File: config.mk
export PLATFORM = sky130hd
export DESIGN_NAME = fetch_stage
export DESIGN_NICKNAME = d
export VERILOG_FILES = /design/src/rtl/fetch_pkg.sv /design/src/rtl/if_id_reg.sv /design/src/rtl/fetch_stage.sv
export SDC_FILE = /design/constraint.sdc
export NUM_CORES = 1
export LEC_CHECK = 0
export ABC_AREA = 0
export CAP_MARGIN = 20
export CORE_AREA = 8 8 141 110
export DETAILED_ROUTE_END_ITERATION = 10
export DIE_AREA = 0 0 149 118
export GPL_TIMING_DRIVEN = 0
export PLACE_DENSITY = 0.64
export SETUP_SLACK_MARGIN = 0.1
export SLEW_MARGIN = 10
export SYNTH_ARGS = -nofsm -noshare
export SYNTH_HDL_FRONTEND = slang
export SYNTH_SLANG_ARGS = --single-unit
File: constraint.sdc
create_clock -name clk -period 1.71 [get_ports clk]
set_input_delay 0.342 -clock clk [delete_from_list [all_inputs] [get_ports clk]]
set_output_delay 0.342 -clock clk [all_outputs]
set_load 0.02 [all_outputs]
File: src/rtl/fetch_pkg.sv
// Shared constants and state encoding for the instruction-fetch stage.
package fetch_pkg;
   localparam int XLEN = 32;
   localparam logic [XLEN-1:0] RESET_PC = 32'h0000_0000;
   localparam logic [31:0] NOP_INSTR = 32'h0000_0013;
   localparam logic [XLEN-1:0] PC_STEP = 32'd4;

   typedef enum logic [1:0] {
      BOOT = 2'd0,
      RUN  = 2'd1,
      HALT = 2'd2
   } state_e;
endpackage

File: src/rtl/if_id_reg.sv
// IF/ID pipeline register: flush loads the bubble, hold keeps the current entry.
module if_id_reg
   import fetch_pkg::*;
(
   input  logic            clk,
   input  logic            reset,
   input  logic            hold,
   input  logic            flush,
   input  logic [XLEN-1:0] pc_in,
   input  logic [31:0]     instr_in,
   output logic [XLEN-1:0] pc,
   output logic [31:0]     instr,
   output logic            valid
);

   logic [XLEN-1:0] pc_d, pc_q;
   logic [31:0]     instr_d, instr_q;
   logic            valid_d, valid_q;

   always_comb begin
      pc_d    = pc_q;
      instr_d = instr_q;
      valid_d = valid_q;
      if (flush) begin
         pc_d    = '0;
         instr_d = NOP_INSTR;
         valid_d = 1'b0;
      end else if (!hold) begin
         pc_d    = pc_in;
         instr_d = instr_in;
         valid_d = 1'b1;
      end
   end

   always_ff @(posedge clk or negedge reset) begin
      if (!reset) begin
         pc_q    <= '0;
         instr_q <= NOP_INSTR;
         valid_q <= 1'b0;
      end else begin
         pc_q    <= pc_d;
         instr_q <= instr_d;
         valid_q <= valid_d;
      end
   end

   assign pc    = pc_q;
   assign instr = instr_q;
   assign valid = valid_q;

endmodule

File: src/rtl/fetch_stage.sv
// RV32I fetch stage: PC register, fetch FSM and IF/ID capture.
// Optional IF_MISALIGN_CHECK_EN traps redirects to non-word-aligned targets.
//
// state | meaning
// BOOT  | first cycle after reset, PC holds RESET_PC, IF/ID holds bubble
// RUN   | fetching sequentially, honouring stall and redirect
// HALT  | all-zero word fetched (or misaligned redirect); only redirect/reset exit
module fetch_stage
   import fetch_pkg::*;
(
   input  logic            clk,
   input  logic            reset,
   input  logic            stall,
   input  logic            redirect,
   input  logic [XLEN-1:0] redirect_pc,
   output logic [XLEN-1:0] imem_pc,
   input  logic [31:0]     imem_instr,
   output logic [XLEN-1:0] if_id_pc,
   output logic [31:0]     if_id_instr,
   output logic            if_id_valid,
`ifdef IF_MISALIGN_CHECK_EN
   output logic            misaligned,
`endif
   output logic            halted
);

   state_e          state_d, state_q;
   logic [XLEN-1:0] pc_d, pc_q;
   logic            halted_d, halted_q;
   logic            mis_d, mis_q;
   logic            ifid_hold, ifid_flush;
   logic [XLEN-1:0] redirect_target;
   logic            redirect_mis;

`ifdef IF_MISALIGN_CHECK_EN
   assign redirect_target = {redirect_pc[XLEN-1:2], 2'b00};
   assign redirect_mis    = (redirect_pc[1:0] != 2'b00);
`else
   assign redirect_target = redirect_pc;
   assign redirect_mis    = 1'b0;
`endif

   always_comb begin
      state_d    = state_q;
      pc_d       = pc_q;
      mis_d      = mis_q;
      ifid_hold  = 1'b1;
      ifid_flush = 1'b0;
      // Redirect has top priority in every state; flushing an existing bubble is harmless.
      if (redirect) begin
         pc_d       = redirect_target;
         ifid_flush = 1'b1;
         state_d    = RUN;
         if (redirect_mis) begin
            mis_d   = 1'b1;
            state_d = HALT;
         end
      end else begin
         case (state_q)
            BOOT: state_d = RUN;
            RUN: begin
               if (stall) begin
                  ifid_hold = 1'b1;
               end else if (imem_instr == 32'h0) begin
                  ifid_flush = 1'b1;
                  state_d    = HALT;
               end else begin
                  ifid_hold = 1'b0;
                  pc_d      = pc_q + PC_STEP;
               end
            end
            HALT: state_d = HALT;
            default: state_d = BOOT;
         endcase
      end
      halted_d = (state_d == HALT);
   end

   always_ff @(posedge clk or negedge reset) begin
      if (!reset) begin
         state_q  <= BOOT;
         pc_q     <= RESET_PC;
         halted_q <= 1'b0;
         mis_q    <= 1'b0;
      end else begin
         state_q  <= state_d;
         pc_q     <= pc_d;
         halted_q <= halted_d;
         mis_q    <= mis_d;
      end
   end

   if_id_reg u_if_id_reg (
      .clk      (clk),
      .reset    (reset),
      .hold     (ifid_hold),
      .flush    (ifid_flush),
      .pc_in    (pc_q),
      .instr_in (imem_instr),
      .pc       (if_id_pc),
      .instr    (if_id_instr),
      .valid    (if_id_valid)
   );

   assign imem_pc = pc_q;
   assign halted  = halted_q;

`ifdef IF_MISALIGN_CHECK_EN
   assign misaligned = mis_q;
`else
   logic unused_mis;
   assign unused_mis = mis_q;
`endif

endmodule

==> results of run 1 <==
repair_timing:
action                     in CTS  in global routing
gates cloned                    7                  3
pin swaps                      36                 37
resized for setup             281                 73
hold buffers                    1                  0
hold endpoints to repair       20                  0
buffers inserted               49                 11
setup endpoints to repair     196                 97
area by class of cell:
cell class              instances  area [um^2]
well taps                     175          219
flip-flops and latches        100         2520
fillers                      1136         5770
clock buffers                  10          229
multi-input cells             245         2020
repair buffers                234         2180
clock inverters                 6         65.1
inverters                       5         20.0
plain buffers                  25          310
power by group:
group          switching, mW  internal [mW]
clock                  0.919           1.13
combinational          0.703          0.610
sequential             0.151           2.54
per-stage QoR:
stage | cells | util, % | worst slack [ns] | hold WS (ns)
2_1_floorplan | 375 | - | -0.0608 | 0.0464
5_1_grt | 800 | 56.7 | -0.236 | 0.200
3_3_place_gp | 714 | 47.5 | -3.85 | 0.463
3_5_place_dp | 715 | 47.7 | -0.923 | 0.362
4_1_cts | 787 | 54.0 | -0.112 | 0.223
6_report | 800 | 56.7 | -0.173 | 0.222
Yosys cell counts (3+ instances only):
cell type / instances
sky130_fd_sc_hd__o21ai_0: 35
sky130_fd_sc_hd__nand2b_1: 4
sky130_fd_sc_hd__nand2_1: 27
sky130_fd_sc_hd__buf_2: 5
sky130_fd_sc_hd__and3_1: 5
sky130_fd_sc_hd__inv_1: 4
sky130_fd_sc_hd__dfrtp_1: 97
sky130_fd_sc_hd__a31oi_1: 11
sky130_fd_sc_hd__and2_1: 3
sky130_fd_sc_hd__dfstp_2: 3
sky130_fd_sc_hd__clkbuf_1: 20
sky130_fd_sc_hd__nand3_1: 7
sky130_fd_sc_hd__a22o_1: 58
sky130_fd_sc_hd__o2111ai_1: 11
sky130_fd_sc_hd__nor4_1: 9
sky130_fd_sc_hd__nor2_1: 15
sky130_fd_sc_hd__or3_1: 12
sky130_fd_sc_hd__o211ai_1: 8
sky130_fd_sc_hd__nand4_1: 4
sky130_fd_sc_hd__o22a_1: 3
sky130_fd_sc_hd__xor2_1: 15
routing by layer:
metal / routed length, um / vias to the layer above
met5: 0 / -
met4: 42 / 0
met3: 1360 / 8
met2: 7810 / 164
met1: 7440 / 2089
li1: - / 1912
worst max-delay path: stages, from the launching register on:
cell	delay [ns]
sky130_fd_sc_hd__dfrtp_2	0.42
sky130_fd_sc_hd__nand3_4	0.13
sky130_fd_sc_hd__nor3_4	0.37
sky130_fd_sc_hd__o2111ai_4	0.22
sky130_fd_sc_hd__buf_6	0.17
sky130_fd_sc_hd__or3_1	0.29
sky130_fd_sc_hd__a31oi_1	0.19
cell usage in the layout, fill, tap and decap left out, types with 5 or more instances in the layout:
| cell | Yosys | layout |
|---|---|---|
| sky130_fd_sc_hd__nor2_1 | 15 | 12 |
| sky130_fd_sc_hd__o2111ai_4 | 0 | 7 |
| sky130_fd_sc_hd__buf_4 | 0 | 45 |
| sky130_fd_sc_hd__clkdlybuf4s15_1 | 0 | 7 |
| sky130_fd_sc_hd__a31oi_1 | 11 | 11 |
| sky130_fd_sc_hd__dlygate4sd2_1 | 0 | 97 |
| sky130_fd_sc_hd__or3_1 | 12 | 12 |
| sky130_fd_sc_hd__xor2_1 | 15 | 15 |
| sky130_fd_sc_hd__buf_8 | 0 | 11 |
| sky130_fd_sc_hd__a22o_1 | 58 | 58 |
| sky130_fd_sc_hd__nand2_1 | 27 | 27 |
| sky130_fd_sc_hd__clkbuf_1 | 20 | 7 |
| sky130_fd_sc_hd__buf_2 | 5 | 18 |
| sky130_fd_sc_hd__o21ai_0 | 35 | 12 |
| sky130_fd_sc_hd__clkdlybuf4s50_1 | 0 | 32 |
| sky130_fd_sc_hd__o211ai_1 | 8 | 8 |
| sky130_fd_sc_hd__clkbuf_16 | 0 | 15 |
| sky130_fd_sc_hd__buf_6 | 0 | 23 |
| sky130_fd_sc_hd__nand3_1 | 7 | 7 |
| sky130_fd_sc_hd__nor4_4 | 0 | 5 |
| sky130_fd_sc_hd__o21ai_1 | 1 | 19 |
| sky130_fd_sc_hd__dfrtp_2 | 0 | 14 |
| sky130_fd_sc_hd__dfrtp_1 | 97 | 83 |
registers in the layout, indices dropped and copies added (netlist names):
| register | count |
|---|---|
| u_if_id_reg.valid | 1 |
| halted | 1 |
| imem_pc | 32 |
| state_q | 2 |
| u_if_id_reg.pc | 32 |
| u_if_id_reg.instr | 32 |
cells by family (layout without fill, tap and decap cells):
| logic type | after synthesis | count (layout) | synth area share [%] |
|---|---|---|---|
| AO/OA/AOI/OAI | 129 | 130 | 22.2 |
| XOR/XNOR | 17 | 17 | 3.49 |
| adder cells (fa/ha/maj) | 1 | 1 | 0.293 |
| buffers and inverters | 31 | 280 | 2.87 |
| flip-flops | 100 | 100 | 58.7 |
| multiplexers | 3 | 3 | 0.762 |
| AND/OR/NAND/NOR | 94 | 94 | 11.7 |
path summary, 6_finish.rpt:
| kind | slack (ns) | to | depth (start not counted) |
|---|---|---|---|
| max | -0.17 | imem_pc[27]$_DFFE_PN0P_ | 6 |
| min in group asynchronous | 0.53 | u_if_id_reg.instr[7]$_DFFE_PN0P_ | 2 |
| max reg2reg | -0.17 | imem_pc[27]$_DFFE_PN0P_ | 6 |
| min reg2reg | 0.50 | u_if_id_reg.valid$_DFFE_PN0P_ | 2 |
| max in group asynchronous | 0.46 | u_if_id_reg.instr[4]$_DFFE_PN1P_ | 3 |
| min | 0.22 | u_if_id_reg.instr[20]$_DFFE_PN0P_ | 2 |
==> Flow_metrics.wiki, run 1 <==
{| class="wikitable"
! Metric !! Value
|-
| Synth Area per Inst || 11.4 um^2
|-
| Total Power || 6.06 mW
|-
| Proportion of synthesized chip area in sequential cells || 58.7%
|-
| Sort of element at the end of the critical path || flip-flop
|-
| DRC errors left || 0
|-
| Synthesized instance count || 375
|-
| DPL Wire Length || 11.0 mm
|-
| Worst setup skew after layout || 0.00890 ns
|-
| Source of the worst hold timing path || imem_instr[20]
|-
| Initial DRC count || 206
|-
| Synth top area cells || sky130_fd_sc_hd__dfrtp_1, sky130_fd_sc_hd__a22o_1, sky130_fd_sc_hd__o21ai_0, sky130_fd_sc_hd__xor2_1, sky130_fd_sc_hd__nand2_1
|-
| Largest fanout on the critical path || 5
|-
| Outcome || finished, violations left
|-
| Full die area || 17,600 um^2
|-
| Mapped cell area || 4270 um^2
|-
| Post-DR wirelength/cell || 20.8 um
|-
| Fraction of met1 tracks used by global routing || 24.8%
|-
| Remaining Overflow, GRT || 0
|-
| Number of nets at the end of the flow || 689
|-
| Startpoint types || flip-flop
|-
| Endpoints failing hold || 0
|-
| Most used routing layer in global routing || met2
|-
| Period Utilization, post-route || 110%
|-
| Failing checks || negative setup slack
|-
| LEAKAGE || 3.47 nW
|-
| Max transition margin || 60.3%
|-
| CP Class || flip-flop to flip-flop
|-
| Count of port buffers added during placement || 164
|-
| Number of vias in the routed layout || 4,173
|-
| Overall routing resource usage || 18.2%
|-
| Placed Instance Area || 6350 um^2
|-
| First-pass iteration count of the detailed router || 4
|-
| R2r startpoint || imem_pc[5]$_DFFE_PN0P_
|-
| Final setup violation count || 13
|-
| Buffer levels on the longest clock path || 2
|-
| Met3 GRT Util || 5.99%
|-
| Growth of design area from synthesis to finish || 77.1%
|-
| Number of global-route vias before repair || 4,389
|-
| Primary flip-flop cell chosen by synthesis mapping || sky130_fd_sc_hd__dfrtp_1
|-
| Cell taking the most area after synthesis || sky130_fd_sc_hd__dfrtp_1
|-
| CP Launch Point || imem_pc[5]$_DFFE_PN0P_
|-
| Synthesized Nets || 444
|-
| Area share of the largest cell type after synthesis || 56.8%
|-
| Max rail drop VDD || 720 uV
|-
| Pin count of the biggest net entering global routing || 62
|-
| ANT nets after route || 0
|-
| Total negative setup slack || -1.29 ns
|-
| Yosys synthesis warning count || 0
|-
| Least setup slack across all paths after layout || -0.173 ns
|-
| Total wirelength of the detailed-routed design || 16.7 mm
|-
| Wire length of the first global-routing pass || 25.4 mm
|-
| Clock slew at reported path FFs || 0.07 ns
|-
| Final critical path time including I/O delays and setup || 1.88 ns
|-
| Final-report max-slew violation count || 0
|-
| Post-route cell area || 7560 um^2
|-
| Clock latency of the later-clocked register in the worst-skew pair || 0.34 ns
|-
| Number of synthesized flops with an enable pin || 0
|-
| Count of different cell masters after synthesis || 35
|-
| Endpoint arrival time on the critical path || 2.14 ns
|-
| Sinks on Clock Net || 100
|-
| I/O Pins || 166
|-
| Area of the placeable core || 13,300 um^2
|-
| Crit path required time || 1.96 ns
|-
| Met2 usage in global routing || 27.5%
|-
| Initial core utilization || 32.0%
|-
| Die boundary height || 118 um
|-
| CTS Buf Count || 9
|-
| H-tree levels || 3
|-
| Max cap viols || 0
|-
| Share of flip-flops with an asynchronous set or reset || 100%
|-
| CTS tree || built
|-
| FP Rows || 37
|-
| Min-delay worst type || primary input to flip-flop
|-
| Register bit count reported by yosys || 100
|-
| Final GP Congestion || 0.838
|-
| Horizontal die dimension || 149 um
|-
| Unrepaired setup endpoints after global routing || yes
|-
| Ratio of total power to cell area || 801 nW/um^2
|-
| Achievable Freq || 0.531 GHz
|-
| Per-cell via count in the routed design || 5.22
|-
| Diode insertion count for antenna repair || 0
|-
| Transition at the pin with the smallest max-transition slack || 0.595 ns
|-
| Share of final-layout standard cells stronger than drive strength 1 || 31.2%
|-
| Initial antenna violation count || 0
|-
| Root cell of the clock tree || sky130_fd_sc_hd__clkbuf_16
|}
Note: power is estimated with default switching activity, not from simulation.
==> inputs of run 2 (changes only) <==
- CORE_AREA: 8 8 141 110 -> 2 2 144 111
- DIE_AREA: 0 0 149 118 -> 0 0 146 113
- PLACE_DENSITY: 0.64 -> 0.62
- SYNTH_HIERARCHICAL: not set -> 1
==> run 2 against run 1 <==
Effect of this change: the flow still finishes with violations (negative setup slack); area after synthesis up 15%; global-route usage rose by 2.5 points; critical path type unchanged; critical endpoint is now imem_pc[24]$_DFFE_PN0P_; non-clock buffer count up 11; fmax fell by 2.5%; via count increased by 11%; sequential power hardly changed; final area increased by 12%; final cell count increased by 14%; worst hold slack improved by 0.026 ns.
==> Flow_metrics.wiki, run 2 <==
{| class="wikitable"
! Metric !! Value
|-
| Outcome || finished, violations left
|-
| Failing checks || negative setup slack
|-
| Total wirelength of the detailed-routed design || 17.6 mm
|-
| Unrepaired setup endpoints after global routing || yes
|-
| First-pass iteration count of the detailed router || 4
|-
| Met2 usage in global routing || 32.8%
|-
| Least setup slack across all paths after layout || -0.222 ns
|-
| Yosys synthesis warning count || 6
|-
| Overall routing resource usage || 20.7%
|-
| Largest fanout on the critical path || 8
|-
| Met3 GRT Util || 5.60%
|-
| CTS Buf Count || 9
|-
| Post-DR wirelength/cell || 19.2 um
|-
| Max transition margin || 47.3%
|-
| Horizontal die dimension || 146 um
|-
| Root cell of the clock tree || sky130_fd_sc_hd__clkbuf_16
|-
| Most repeated cell in the gate-level netlist after synthesis || sky130_fd_sc_hd__dfrtp_1
|-
| Startpoint types || flip-flop
|-
| Placed cells || 823
|-
| Sort of element at the end of the critical path || flip-flop
|-
| Remaining Overflow, GRT || 0
|-
| Number of nets at the end of the flow || 775
|-
| Worst r2r path cells || 6
|-
| Total Power || 6.23 mW
|-
| Endpoints failing hold || 0
|-
| Number of global-route vias before repair || 4,667
|-
| Synthesized instance count || 453
|-
| Period Utilization, post-route || 113%
|-
| Initial DRC count || 382
|-
| Register bit count reported by yosys || 100
|-
| Final GP Congestion || 0.790
|-
| Achievable Freq || 0.517 GHz
|-
| Fraction of met1 tracks used by global routing || 28.7%
|-
| CP Class || flip-flop to flip-flop
|-
| R2r startpoint || imem_pc[5]$_DFFE_PN0P_
|-
| Growth of design area from synthesis to finish || 73.3%
|-
| Ratio of total power to cell area || 734 nW/um^2
|-
| Primary flip-flop cell chosen by synthesis mapping || sky130_fd_sc_hd__dfrtp_1
|-
| Endpoint arrival time on the critical path || 2.17 ns
|-
| Sinks on Clock Net || 100
|-
| Number of vias in the routed layout || 4,614
|-
| Share of flip-flops with an asynchronous set or reset || 100%
|-
| End point of the most critical hold path || u_if_id_reg/instr[8]$_DFFE_PN0P_
|-
| Area of the placeable core || 15,000 um^2
|-
| Mapped cell area || 4900 um^2
|-
| Most common library cell in the layout ignoring fill and taps || sky130_fd_sc_hd__dlygate4sd2_1
|-
| Final setup violation count || 90
|-
| Initial antenna violation count || 0
|-
| CTS tree || built
|-
| Number of synthesized flops with an enable pin || 0
|-
| Buffer levels on the longest clock path || 2
|-
| Count of different cell masters after synthesis || 51
|-
| LEAKAGE || 4.10 nW
|-
| Final critical path time including I/O delays and setup || 1.93 ns
|-
| Clock slew at reported path FFs || 0.07 ns
|-
| H-tree levels || 3
|-
| Most frequent cells in the layout || sky130_fd_sc_hd__dlygate4sd2_1, sky130_fd_sc_hd__dfrtp_1, sky130_fd_sc_hd__nor2_1, sky130_fd_sc_hd__mux2i_1, sky130_fd_sc_hd__buf_4
|-
| Worst r2r dst || imem_pc[24]$_DFFE_PN0P_
|-
| Area share of the largest cell type after synthesis || 49.5%
|-
| Final-report max-slew violation count || 0
|-
| Transition at the pin with the smallest max-transition slack || 0.791 ns
|-
| Initial core utilization || 32.6%
|-
| Count of port buffers added during placement || 164
|-
| Cell taking the most area after synthesis || sky130_fd_sc_hd__dfrtp_1
|-
| Pin count of the biggest net entering global routing || 59
|-
| Die boundary height || 113 um
|-
| Total negative setup slack || -10.14 ns
|-
| Share of final-layout standard cells stronger than drive strength 1 || 31.9%
|-
| Synth Area per Inst || 10.8 um^2
|-
| FP Rows || 39
|-
| Max cap viols || 0
|-
| Util after Layout || 56.5%
|-
| Non-filler cells in the finished layout || 916
|-
| Max rail drop VDD || 503 uV
|-
| Per-cell via count in the routed design || 5.04
|-
| Ranking of synthesized cells by instance count || sky130_fd_sc_hd__dfrtp_1, sky130_fd_sc_hd__nor2_1, sky130_fd_sc_hd__mux2i_1
|-
| Proportion of synthesized chip area in sequential cells || 51.1%
|-
| Most used routing layer in global routing || met2
|-
| DPL Wire Length || 11.4 mm
|-
| Min-delay worst type || primary input to flip-flop
|-
| Source of the worst hold timing path || imem_instr[8]
|-
| Synth top area cells || sky130_fd_sc_hd__dfrtp_1, sky130_fd_sc_hd__mux2i_1, sky130_fd_sc_hd__nor2_1, sky130_fd_sc_hd__nand2_1, sky130_fd_sc_hd__xor2_1
|-
| Wire length of the first global-routing pass || 26.7 mm
|-
| Worst setup skew after layout || 0.0108 ns
|-
| Full die area || 16,500 um^2
|-
| I/O Pins || 166
|-
| Synthesized Nets || 522
|-
| DRC errors left || 0
|-
| Clock latency of the later-clocked register in the worst-skew pair || 0.36 ns
|-
| ANT nets after route || 0
|-
| R2R Setup Slk || -0.22 ns
|-
| Crit path required time || 1.95 ns
|-
| Hold path cells || 3
|-
| Diode insertion count for antenna repair || 0
|}
## run 2: cell types whose count changed after synthesis, sizes merged, moves of 7 or more
| cell | before | now |
|---|---|---|
| mux2i | 1 | 64 |
| a22o | 58 | 0 |
| nor2 | 15 | 71 |
| o21ai | 36 | 27 |
| or3 | 12 | 3 |
| a31oi | 11 | 3 |
| a2111oi | 0 | 7 |
| xnor2 | 2 | 9 |
## run 2: layout make-up
cell class	instances	area (um^2)
Buffer	28	368
Clock buffer	11	243
Clock inverter	5	60.1
Fill cell	1329	6530
Inverter	4	15.0
Multi-Input combinational cell	321	2690
Sequential cell	100	2530
Tap cell	205	256
Timing Repair Buffer	242	2340
## run 2: metrics by stage
step | hold WS (ns) | area (um^2) | setup WS (ns)
2_1_floorplan | 0.0464 | 5200 | -0.344
3_3_place_gp | 0.504 | 7100 | -3.94
3_5_place_dp | 0.294 | 7120 | -1.55
4_1_cts | 0.229 | 8260 | -0.231
5_1_grt | 0.248 | 8500 | -0.288
6_report | 0.247 | 8500 | -0.222
## run 2: worst max path at each step
| stage | start | end | depth (start not counted) |
|---|---|---|---|
| after floorplan | imem_instr[9] | u_if_id_reg/pc[18]$_DFFE_PN0P_ | 9 |
| after global placement | reset | imem_pc[15]$_DFFE_PN0P_ | 1 |
| after detailed placement | imem_instr[9] | u_if_id_reg/pc[23]$_DFFE_PN0P_ | 9 |
| after CTS | imem_pc[5]$_DFFE_PN0P_ | imem_pc[24]$_DFFE_PN0P_ | 6 |
| after global routing | state_q[1]$_DFF_PN0_ | imem_pc[29]$_DFFE_PN0P_ | 8 |
| final | imem_pc[5]$_DFFE_PN0P_ | imem_pc[24]$_DFFE_PN0P_ | 6 |
## run 2: kinds of logic after synthesis
| logic type | count (synthesis) | share of synthesized area [%] |
|---|---|---|
| fa+ha+maj | 1 | 0.255 |
| compound gates | 65 | 9.95 |
| xor+xnor | 21 | 3.75 |
| simple gates | 166 | 16.5 |
| flops | 100 | 51.1 |
| mux | 68 | 14.1 |
| buf+inv | 32 | 4.39 |
## run 2: worst max-delay path, stage by stage (launching register included)
cell and delay, ns:
sky130_fd_sc_hd__dfrtp_2 0.40, sky130_fd_sc_hd__nand4_4 0.11, sky130_fd_sc_hd__or4_4 0.56, sky130_fd_sc_hd__buf_12 0.17, sky130_fd_sc_hd__a2111oi_4 0.20, sky130_fd_sc_hd__xnor2_1 0.11, sky130_fd_sc_hd__mux2_4 0.26
## run 2: power breakdown
part / internal, mW / switching, mW
Sequential: 2.53 / 0.146
Combinational: 0.679 / 0.747
Clock: 1.18 / 0.952
## run 2: what timing repair did
action | in CTS | in global routing
resized for setup | 327 | 56
endpoints found under the setup margin | 196 | 97
buffers inserted | 55 | 19
pin swaps | 36 | 50
gates cloned | 9 | 1
hold buffers | 1 | 0
endpoints found under the hold margin | 39 | 0
## run 2: per-layer routing
layer  part of all wire [%]  wire length (um)  up-vias
met5                      0                 0        -
met4                    1.1               201        0
met3                    6.6              1150       17
met2                     47              8300      165
met1                     45              7900     2308
li1                       -                 -     2124
